`src/rtl/next_pc_controller.sv`:
```
// Fetch-stage PC sequencer: trap > recover > (stall/halt hold) > prediction > sequential.
// Optional RSD_PC_MISALIGN_CHECK_EN rejects targets with nonzero bits [1:0] and halts fetch.
module next_pc_controller #(
    parameter int unsigned          PC_WIDTH     = 32,
    parameter int unsigned          FETCH_WIDTH  = 2,
    parameter logic [PC_WIDTH-1:0]  RESET_VECTOR = 32'h0000_1000
) (
    input  logic                clk,
    input  logic                rst,
    input  logic                stall,
    input  logic                trapValid,
    input  logic [PC_WIDTH-1:0] trapTarget,
    input  logic                recoverValid,
    input  logic [PC_WIDTH-1:0] recoverPC,
    input  logic                predValid,
    input  logic [PC_WIDTH-1:0] predTarget,
    input  logic                haltReq,
    input  logic                wakeReq,
    output logic [PC_WIDTH-1:0] pcOut,
    output logic                fetchValid,
    output logic                redirected,
    output logic                misalignFault
);

    localparam logic [PC_WIDTH-1:0] GROUP_BYTES = PC_WIDTH'(4 * FETCH_WIDTH);
    localparam logic [PC_WIDTH-1:0] GROUP_MASK  = GROUP_BYTES - PC_WIDTH'(1);
    localparam logic [PC_WIDTH-1:0] WORD_MASK   = PC_WIDTH'(3);

    typedef enum logic [1:0] {
        BOOT,
        RUN,
        HALTED
    } state_e;

    state_e              state_q, state_d;
    logic [PC_WIDTH-1:0] pc_q, pc_d;
    logic                redir_q, redir_d;
    logic                misalign_q, misalign_d;
    logic                fault_q, fault_d;

    logic                take_tgt;
    logic                tgt_is_redir;
    logic [PC_WIDTH-1:0] tgt;

    always_comb begin
        state_d      = state_q;
        pc_d         = pc_q;
        redir_d      = 1'b0;
        misalign_d   = 1'b0;
        fault_d      = fault_q;
        take_tgt     = 1'b0;
        tgt_is_redir = 1'b0;
        tgt          = '0;

        // A fault-induced halt can only be left through a trap.
        unique case (state_q)
            BOOT:    state_d = RUN;
            RUN:     if (haltReq && !wakeReq) state_d = HALTED;
            HALTED:  if (wakeReq && !fault_q) state_d = RUN;
            default: state_d = BOOT;
        endcase

        if (trapValid) begin
            take_tgt     = 1'b1;
            tgt_is_redir = 1'b1;
            tgt          = trapTarget;
            state_d      = RUN;
            fault_d      = 1'b0;
        end else if (recoverValid) begin
            take_tgt     = 1'b1;
            tgt_is_redir = 1'b1;
            tgt          = recoverPC;
        end else if (!stall && state_q == RUN) begin
            if (predValid) begin
                take_tgt = 1'b1;
                tgt      = predTarget;
            end else begin
                pc_d = (pc_q & ~GROUP_MASK) + GROUP_BYTES;
            end
        end

        if (take_tgt) begin
`ifdef RSD_PC_MISALIGN_CHECK_EN
            if ((tgt & WORD_MASK) != '0) begin
                misalign_d = 1'b1;
                state_d    = HALTED;
                fault_d    = 1'b1;
            end else begin
                pc_d    = tgt;
                redir_d = tgt_is_redir;
            end
`else
            pc_d    = tgt & ~WORD_MASK;
            redir_d = tgt_is_redir;
`endif
        end
    end

    always_ff @(posedge clk or negedge rst) begin
        if (!rst) begin
            state_q    <= BOOT;
            pc_q       <= RESET_VECTOR;
            redir_q    <= 1'b0;
            misalign_q <= 1'b0;
            fault_q    <= 1'b0;
        end else begin
            state_q    <= state_d;
            pc_q       <= pc_d;
            redir_q    <= redir_d;
            misalign_q <= misalign_d;
            fault_q    <= fault_d;
        end
    end

    assign pcOut      = pc_q;
    assign fetchValid = (state_q == RUN) && !stall;
    assign redirected = redir_q;
`ifdef RSD_PC_MISALIGN_CHECK_EN
    assign misalignFault = misalign_q;
`else
    assign misalignFault = 1'b0;
`endif

endmodule

```
`config.mk`:
```
export PLATFORM = sky130hd
export DESIGN_NAME = next_pc_controller
export DESIGN_NICKNAME = d
export VERILOG_FILES = /design/src/rtl/next_pc_controller.sv
export SDC_FILE = /design/constraint.sdc
export NUM_CORES = 1
export LEC_CHECK = 0
export BUFFER_PORTS_ARGS = -buffer_cell sky130_fd_sc_hd__buf_4
export CAP_MARGIN = 15
export CORE_UTILIZATION = 49
export CTS_CLUSTER_DIAMETER = 150
export CTS_CLUSTER_SIZE = 40
export DETAILED_ROUTE_END_ITERATION = 7
export PLACE_DENSITY = 0.87
export SYNTH_ARGS = -nofsm -noshare
export SYNTH_HDL_FRONTEND = slang
export SYNTH_SLANG_ARGS = --single-unit
```
`constraint.sdc`:
```
create_clock -name clk -period 3.6 [get_ports clk]
set_input_delay 0.36 -clock clk [delete_from_list [all_inputs] [get_ports clk]]
set_output_delay 0.36 -clock clk [all_outputs]
set_load 0.005 [all_outputs]
```
## After elaboration in Yosys (flattened, before gate mapping)

Index checks and enable logic that the tools add are counted.

- Output and inout port bits: 35
- Word-level logic and storage cells: 39
- Register bits after elaboration: 35

- Add/subtract/negate cells: 1
- Eq/ne operators: 7
- Muxes and demuxes: 20
- Reductions and logical operators: 8

Operators with widths:

| cell | count |
|---|---|
| $mux W32 | 9 |
| $add A32 B4 Y32 const B | 1 |
| $mux W1 | 7 |
| $mux W2 | 3 |
| $ne A2 B1 Y1 const B | 3 |
| $ne A3 B3 Y1 const B | 2 |
| $pmux W2 S3 | 1 |
| $reduce_and A4 Y1 | 1 |
| $eq A2 B1 Y1 const B | 1 |
| $eq A2 B2 Y1 const B | 1 |
| $logic_and A1 B1 Y1 | 2 |
| $logic_not A1 Y1 | 2 |
| $logic_not A2 Y1 | 1 |
| $reduce_and A2 Y1 | 1 |
| $reduce_bool A2 Y1 | 1 |

## Depth between registers and ports, before layout

Gate-level depths: netlist (run 1).

- Word-level depth: 7
- Mapped depth: 7
- Depth with buffers taken out: 6

## Worst setup path after synthesis (run 1)

OpenSTA, ideal clock, no wires.

- Path kind: register to register
- Start: register pc_q[12], in the netlist pcOut[12]
- End: register pc_q[31], in the netlist pcOut[31]
- Setup slack: 1,637 ps
- Data arrival time: 1,837 ps
- Buffers on the path: 0
- Clock period less this slack: 1,963 ps
- Required time: 3,474 ps
- Cell stages (with the launch flop): 6
- Path through: dfstp_2 > nand4_1 > nor3_4 > nand4_1 > mux2_1 > a221o_1

- Cells in the longest elaborated chain, start to end: 6

Ends and longest elaborated chain:

| element | line | RTL |
|---|---|---|
| from (decl) | 36 | `logic [PC_WIDTH-1:0] pc_q, pc_d;` |
| from (signal assigned) | 108 | `pc_q <= pc_d;` |
| $add A32 B4 Y32 | 78 | `pc_d = (pc_q & ~GROUP_MASK) + GROUP_BYTES;` |
| $mux W32 | 74 | `if (predValid) begin` |
| $mux W32 | 73 | `end else if (!stall && state_q == RUN) begin` |
| $mux W32 | 69 | `end else if (recoverValid) begin` |
| $mux W32 | 63 | `if (trapValid) begin` |
| $mux W32 | 82 | `if (take_tgt) begin` |

No other way between the ends. The select of a mux whose other input is x is not followed.
A chain may end at the register's enable or synchronous reset.

## Worst setup path after layout (run 1)

- Start: register state_q[1]
- End: register pc_q[11], in the netlist pcOut[11]

- Cells in the longest elaborated chain, start to end: 7
- Elaborated cells on any way between the ends: 14
- Those cells by class: eq/ne (4); mux (7); reduce/logical (3)

Ends and longest elaborated chain:

| element | line | RTL |
|---|---|---|
| from (decl) | 35 | `state_e state_q, state_d;` |
| from (signal assigned) | 107 | `state_q <= state_d;` |
| $eq A2 B1 Y1 * | 73 |  |
| $logic_and A1 B1 Y1 * | 73 |  |
| $mux W1 | 73 |  |
| $mux W1 | 69 |  |
| $mux W1 | 63 |  |
| $ne A2 B1 Y1 (no line) / $reduce_bool A2 Y1 (equally long branches) | n/a |  |
| $reduce_and A4 Y1 (no line) | n/a |  |

Mark *: on every way between the ends. The rest lies on a longest branch, timed or not.

==> impl_metrics.tcl, run 1 <==
set metrics [dict create \
    clk_latency_ps 290 \
    route.detailed.drc 0 \
    grt_antenna_before_repair 0 \
    clk_pin_slew_ps 70 \
    status "finished clean" \
    nNetsFinal 534 \
    reg2reg_depth 6 \
    min_period_ps 2340 \
    clk_path_buf_depth 2 \
    startpoint_type "flop" \
    vias 3127 \
    wl_microns 8490 \
    synthesis.area_sq_um 2500 \
    drt-pass1-iter-count 5 \
    rsz0062_at_grt "no" \
    fmax_ghz 0.428 \
    rows 25 \
    slew_headroom 0.420 \
    diodes 0 \
    yosys.cell_count.top_type "dfrtp_1" \
    gp_congestion 0.889 \
    yosysSeqAreaShare 0.331 \
    cts-root-buf "clkbuf_8" \
    cp_max_fo 15 \
    endpoint_kind "flop" \
    grt_max_degree 54 \
    dieWidth_microns 73.4 \
    critPathArrivalTime_ps 2570 \
    p_leak_nw 1.55 \
    r2r_start "state_q[1]$_DFFE_PN0P_" \
    start_util 0.519 \
    area_growth_pct 41.9 \
    num_io_pins 139 \
    htreeDepth 2 \
    final_layout_size_suffix_gt1_frac 0.349 \
    worst_slew_pin_slew_ps 867 \
    die_h_microns 73.4 \
    synth_flop_cell "dfrtp_1" \
    min_path_type "in2async" \
    synth_top_area_frac 0.320 \
    r2r_end "pcOut[11]$_DFFE_PN0P_" \
    finalMaxSlewViolations 0 \
    die-area_sq_um 5390 \
    endpoint "pcOut[11]$_DFFE_PN0P_" \
    ctsResizeCount 0 \
    setup_violations 0 \
    cts_hold_buf 0 \
    tns_ps 0 \
    fp.coreArea_sq_um 4820 \
    wl_per_cell_microns 17.1 \
    cts.sinks 33 \
    first_iter_violations 271 \
    cellPowerDensity_nw_per_um2 312 \
    drv_cap 0 \
    overflow 0 \
    synth_area_per_cell_sq_um 8.01 \
    dpl.hpwl_microns 5960 \
    numCtsBuffers 5 \
    period_share 0.649 \
    power.total_mw 1.11 \
    synthTopCellsByCount "dfrtp_1 (32), nand2_1 (27), o21ai_0 (23), a21oi_1 (22), nand3_1 (21)" \
    grt_pass1_wl_microns 13600 \
    synth_area_leader_cell "dfrtp_1" \
    fin_skew_ps 3.77 \
    grt_use_total 0.328 \
    ys_ff_latch 33 \
    synth.top_cells.by_area "dfrtp_1 (32%), o21ai_0 (4.6%), a21oi_1 (4.4%)" \
    tritoncts "done" \
    yosysWarnings 0 \
    via_per_inst 6.29 \
    worst_ir_drop_vdd_mv 0.192 \
    required_ps 3830 \
    ys_async_sr_fraction 1.00 \
    synthCells 312 \
    rrSetupSlack_ps 1260 \
    post_cts_buffers 0 \
    grt_pass1_vias 2901 \
    ant_nets 0 \
    synth_edf_count 0 \
    port_buffers 129 \
    final_hold_viol_count 0 \
    synthDistinctLibCells 57 \
    crit_start "state_q[1]$_DFFE_PN0P_" \
    critPathKind "reg2reg" \
]
[power by group]
| group | switching [mW] | internal [mW] | total (mW) |
|---|---|---|---|
| Combinational | 0.160 | 0.189 | 0.349 |
| Clock | 0.143 | 0.134 | 0.277 |
| Sequential | 0.0663 | 0.415 | 0.481 |
[per-layer routing]
layer  track usage  routed length, microns
met2         0.548                    4030
met5             0                       0
met4         0.113                     121
met1         0.419                    3470
met3        0.0713                     870
[worst min path at each step]
stage | startpoint | endpoint | slack [ps] | cells after the start
after CTS | rst | pcOut[21]$_DFFE_PN0P_ | 30 | 1
final | rst | pcOut[23]$_DFFE_PN0P_ | 4 | 1
after detailed placement | rst | pcOut[23]$_DFFE_PN0P_ | 330 | 1
after floorplan | rst | pcOut[10]$_DFFE_PN0P_ | 60 | 0
after global routing | rst | pcOut[20]$_DFFE_PN0P_ | 40 | 1
after global placement | rst | pcOut[22]$_DFFE_PN0P_ | 330 | 1
[state kept, by name, indices dropped and copies added, names as in the netlist]
signal and count:
state_q 2, pcOut 30, redirected 1
[kinds of logic (layout without fill, tap and decap cells)]
family          after synthesis  count (layout)  share of synthesized area
compound gates              125             125                      0.338
simple gates                117             117                      0.255
flops                        33              33                      0.331
buf+inv                      32             148                     0.0566
mux                           3               3                     0.0130
fa+ha+maj                     1               1                    0.00500
other cells                   1               3                    0.00150
[placed cells by master (no fill, tap or decap), types with 3 or more instances in the layout]
master and instances:
o21ai_0 23, buf_4 130, and4_1 3, clkbuf_8 5, nor3_2 3, nor4_1 4
o22ai_1 3, nor3_1 13, a22oi_1 14, nor2_1 14, a31oi_1 7, dfrtp_1 32
nand3_1 21, nand4_1 11, nor3b_1 4, o211ai_1 11, inv_1 8, a221oi_1 6
conb_1 3, o21ai_1 9, a221o_1 7, nand2_1 27, a211o_1 5, a21oi_1 22
and3_1 5
[cell type report]
type,instances,area (sq um)
inverters,10,37.5
fillers,429,1270
well taps,67,83.8
multi-input cells,249,1540
clock buffers,6,72.6
flip-flops and latches,33,827
repair buffers,130,976
clock inverters,2,10.0
[worst max-delay path: stages, from the launching register on]
cell       delay [ps]
dfrtp_1           400
nand4bb_1         450
nor2_2            680
buf_4             320
a22oi_1           100
o2bb2ai_1         190
a211o_1           120
[through the flow]
stage               utilization  std cells  hold slack (ps)  instance area [sq um]  setup slack, ps
global placement          0.719        489              332                   3470             1270
floorplan                     -        314             64.4                   2510             1640
detailed placement        0.719        489              334                   3470             1210
CTS                       0.737        497             26.5                   3550             1290
finish                    0.737        497             3.56                   3550             1260
global route              0.737        497             43.2                   3550             1140
No activity file was read; power rests on OpenSTA's default activity.
==> run 2, diff against run 1 <==
ABC_AREA = 1   (was unset)
CORE_UTILIZATION = 44   (was 49)
PLACE_DENSITY = 0.78   (was 0.87)
clock period = 2.1 ns   (was 3.6 ns; I/O delays follow)
==> run 2 against run 1 <==
Worst hold slack improved by 140 ps. Register-to-register slack worse by 870 ps. Sequential cell count unchanged. Sequential share of layout area down 4.1 points. Design area grew 22%. Sequential power up 83%. Clock power increased by 82%. Critical path depth increased by 4. Global-route usage shrank 4.6 points. First-iteration DRC count is 32% lower.
==> impl_metrics.tcl, run 2 <==
set metrics [dict create \
    status "finished clean" \
    critPathArrivalTime_ps 1930 \
    yosys.cell_count.top_type "nand2_1" \
    power.internal_mw 1.42 \
    wl_microns 10200 \
    drv_cap 0 \
    min_period_ps 1710 \
    grt_pass1_vias 3750 \
    whs_ps 142 \
    grt_pass1_wl_microns 17000 \
    finalMaxSlewViolations 0 \
    cellPowerDensity_nw_per_um2 520 \
    ys_async_sr_fraction 1.00 \
    fin_cells 771 \
    period_share 0.813 \
    die_h_microns 87.7 \
    gp_congestion 0.910 \
    min_path_type "in2reg" \
    cts-root-buf "clkbuf_8" \
    p_leak_nw 2.17 \
    final_common_cell "nand2_1" \
    numCtsBuffers 5 \
    worst_ir_drop_vdd_mv 0.271 \
    layout_common_cells "nand2_1 (204), buf_4 (135), nor2_1 (90)" \
    fin_skew_ps 6.44 \
    power.share.sequential 0.391 \
    grt_use_total 0.282 \
    cts_hold_buf 1 \
    startpoint_type "flop" \
    grt_antenna_before_repair 0 \
    post_cts_buffers 0 \
    via_per_inst 5.04 \
    synthDistinctLibCells 33 \
    rsz0062_at_grt "no" \
    p_clk_frac 0.225 \
    place_inst 762 \
    final_hold_viol_count 0 \
    critPathKind "reg2reg" \
    setup_violations 0 \
    synth_flop_cell "dfrtp_1" \
    ant_nets 0 \
    clk_latency_ps 290 \
    port_buffers 129 \
    dpl.hpwl_microns 7830 \
    clk_pin_slew_ps 70 \
    synth.top_cells.by_area "dfrtp_1 (25%), nand2_1 (24%), nor2_1 (10%)" \
    start_util 0.465 \
    dieWidth_microns 87.7 \
    yosysSeqAreaShare 0.256 \
    first_iter_violations 183 \
    ctsResizeCount 0 \
    fmax_ghz 0.586 \
    nNetsFinal 779 \
    cp_max_fo 30 \
    power_switching_mw 0.822 \
    synth_top_area_frac 0.248 \
    fp.coreArea_sq_um 6940 \
    overflow 0 \
    htreeDepth 2 \
    clk_path_buf_depth 2 \
    ys_ff_latch 33 \
    cts.sinks 33 \
    area_growth_pct 33.6 \
    endpoint_kind "flop" \
    largest_reg_flops 30 \
    combPwrFrac 0.384 \
    required_ps 2330 \
    synthCells 555 \
    netSwitchingFraction 0.366 \
    synth_edf_count 0 \
    diodes 0 \
    route.detailed.drc 0 \
    yosysWarnings 0 \
    synthTopCellsByCount "nand2_1 (204), nor2_1 (90), a21oi_1 (65), inv_1 (43), nand3_1 (33)" \
    synth_area_per_cell_sq_um 5.82 \
    wl_per_cell_microns 13.2 \
    synth_area_leader_cell "dfrtp_1" \
    num_io_pins 139 \
    tns_ps 0 \
    vias 3889 \
    die-area_sq_um 7690 \
    final_layout_size_suffix_gt1_frac 0.246 \
    rows 30 \
    drt-pass1-iter-count 4 \
    tritoncts "done" \
    grt_max_degree 34 \
    synthesis.area_sq_um 3230 \
]
run 2: cell types whose count changed in the layout (fill, tap and decap cells not counted), moves of 8 or more:
cell / change
nand2_1: +177
a22oi_1: -14
nor2_4: +9
nand3_1: +12
o211ai_1: -10
o21bai_1: +8
nand4_1: -11
a21oi_1: +43
o21ai_0: -16
nor2_1: +76
inv_1: +35
nor3_1: -12
run 2: area by class of cell:
type,count,area (sq um)
Clock buffer,8,90.1
Fill cell,685,2630
Inverter,45,169
Multi-Input combinational cell,452,2070
Sequential cell,33,827
Tap cell,96,120
Timing Repair Buffer,137,1040
run 2: power groups by stage:
| stage | registers (mW) | clock network (mW) | logic [mW] |
|---|---|---|---|
| final | 0.878 | 0.504 | 0.861 |
| after global placement | 0.880 | 0 | 0.842 |
| after global routing | 0.894 | 0.533 | 0.976 |
| after detailed placement | 0.885 | 0 | 0.859 |
| after floorplan | 0.859 | 0 | 0.471 |
| after CTS | 0.874 | 0.513 | 0.865 |
run 2: cell families (layout without fill, tap and decap cells):
group / after synthesis / after routing / share of synthesized area
flops: 33 / 33 / 0.256
xor+xnor: 7 / 7 / 0.0190
fa+ha+maj: 1 / 1 / 0.00387
buf+inv: 72 / 190 / 0.107
other cells: 1 / 3 / 0.00116
compound gates: 89 / 89 / 0.148
simple gates: 352 / 352 / 0.466
run 2: worst paths after layout:
kind	startpoint	cells past startpoint	slack, ps	to
min reg2reg	pcOut[2]$_DFFE_PN0P_	2	490	pcOut[2]$_DFFE_PN0P_
min in group asynchronous	rst	2	430	pcOut[19]$_DFFE_PN0P_
max in group asynchronous	rst	2	1330	pcOut[12]$_DFFE_PN1P_
max reg2reg	state_q[1]$_DFFE_PN0P_	10	390	pcOut[15]$_DFFE_PN0P_
max	state_q[1]$_DFFE_PN0P_	10	390	pcOut[15]$_DFFE_PN0P_
min	trapTarget[2]	3	140	pcOut[2]$_DFFE_PN0P_
run 2: critical path, cell delays in order, from the launching register on:
cell and delay, ps:
dfrtp_1 360, inv_1 210, nand3_4 180, nor2_4 300
nor2_4 80, buf_12 170, nor2_1 90, nand2_1 80
nand2_1 70, nand2_1 40, nand2_1 60
run 2: per-stage QoR:
step	cell area [sq um]	total power [mW]	worst slack [ps]	util
after floorplan	3240	1.33	668	-
after global placement	4220	1.72	441	0.607
after detailed placement	4220	1.74	411	0.607
after CTS	4320	2.25	394	0.622
after global routing	4320	2.40	229	0.622
final	4320	2.24	393	0.622
run 2: per-layer routing:
metal | routed length, microns | GRT usage | vias to the layer above
met5 | 0 | 0 | -
met4 | 226 | 0.0835 | 0
met3 | 757 | 0.0537 | 19
met2 | 4910 | 0.499 | 148
met1 | 4280 | 0.347 | 1744
li1 | - | - | 1978
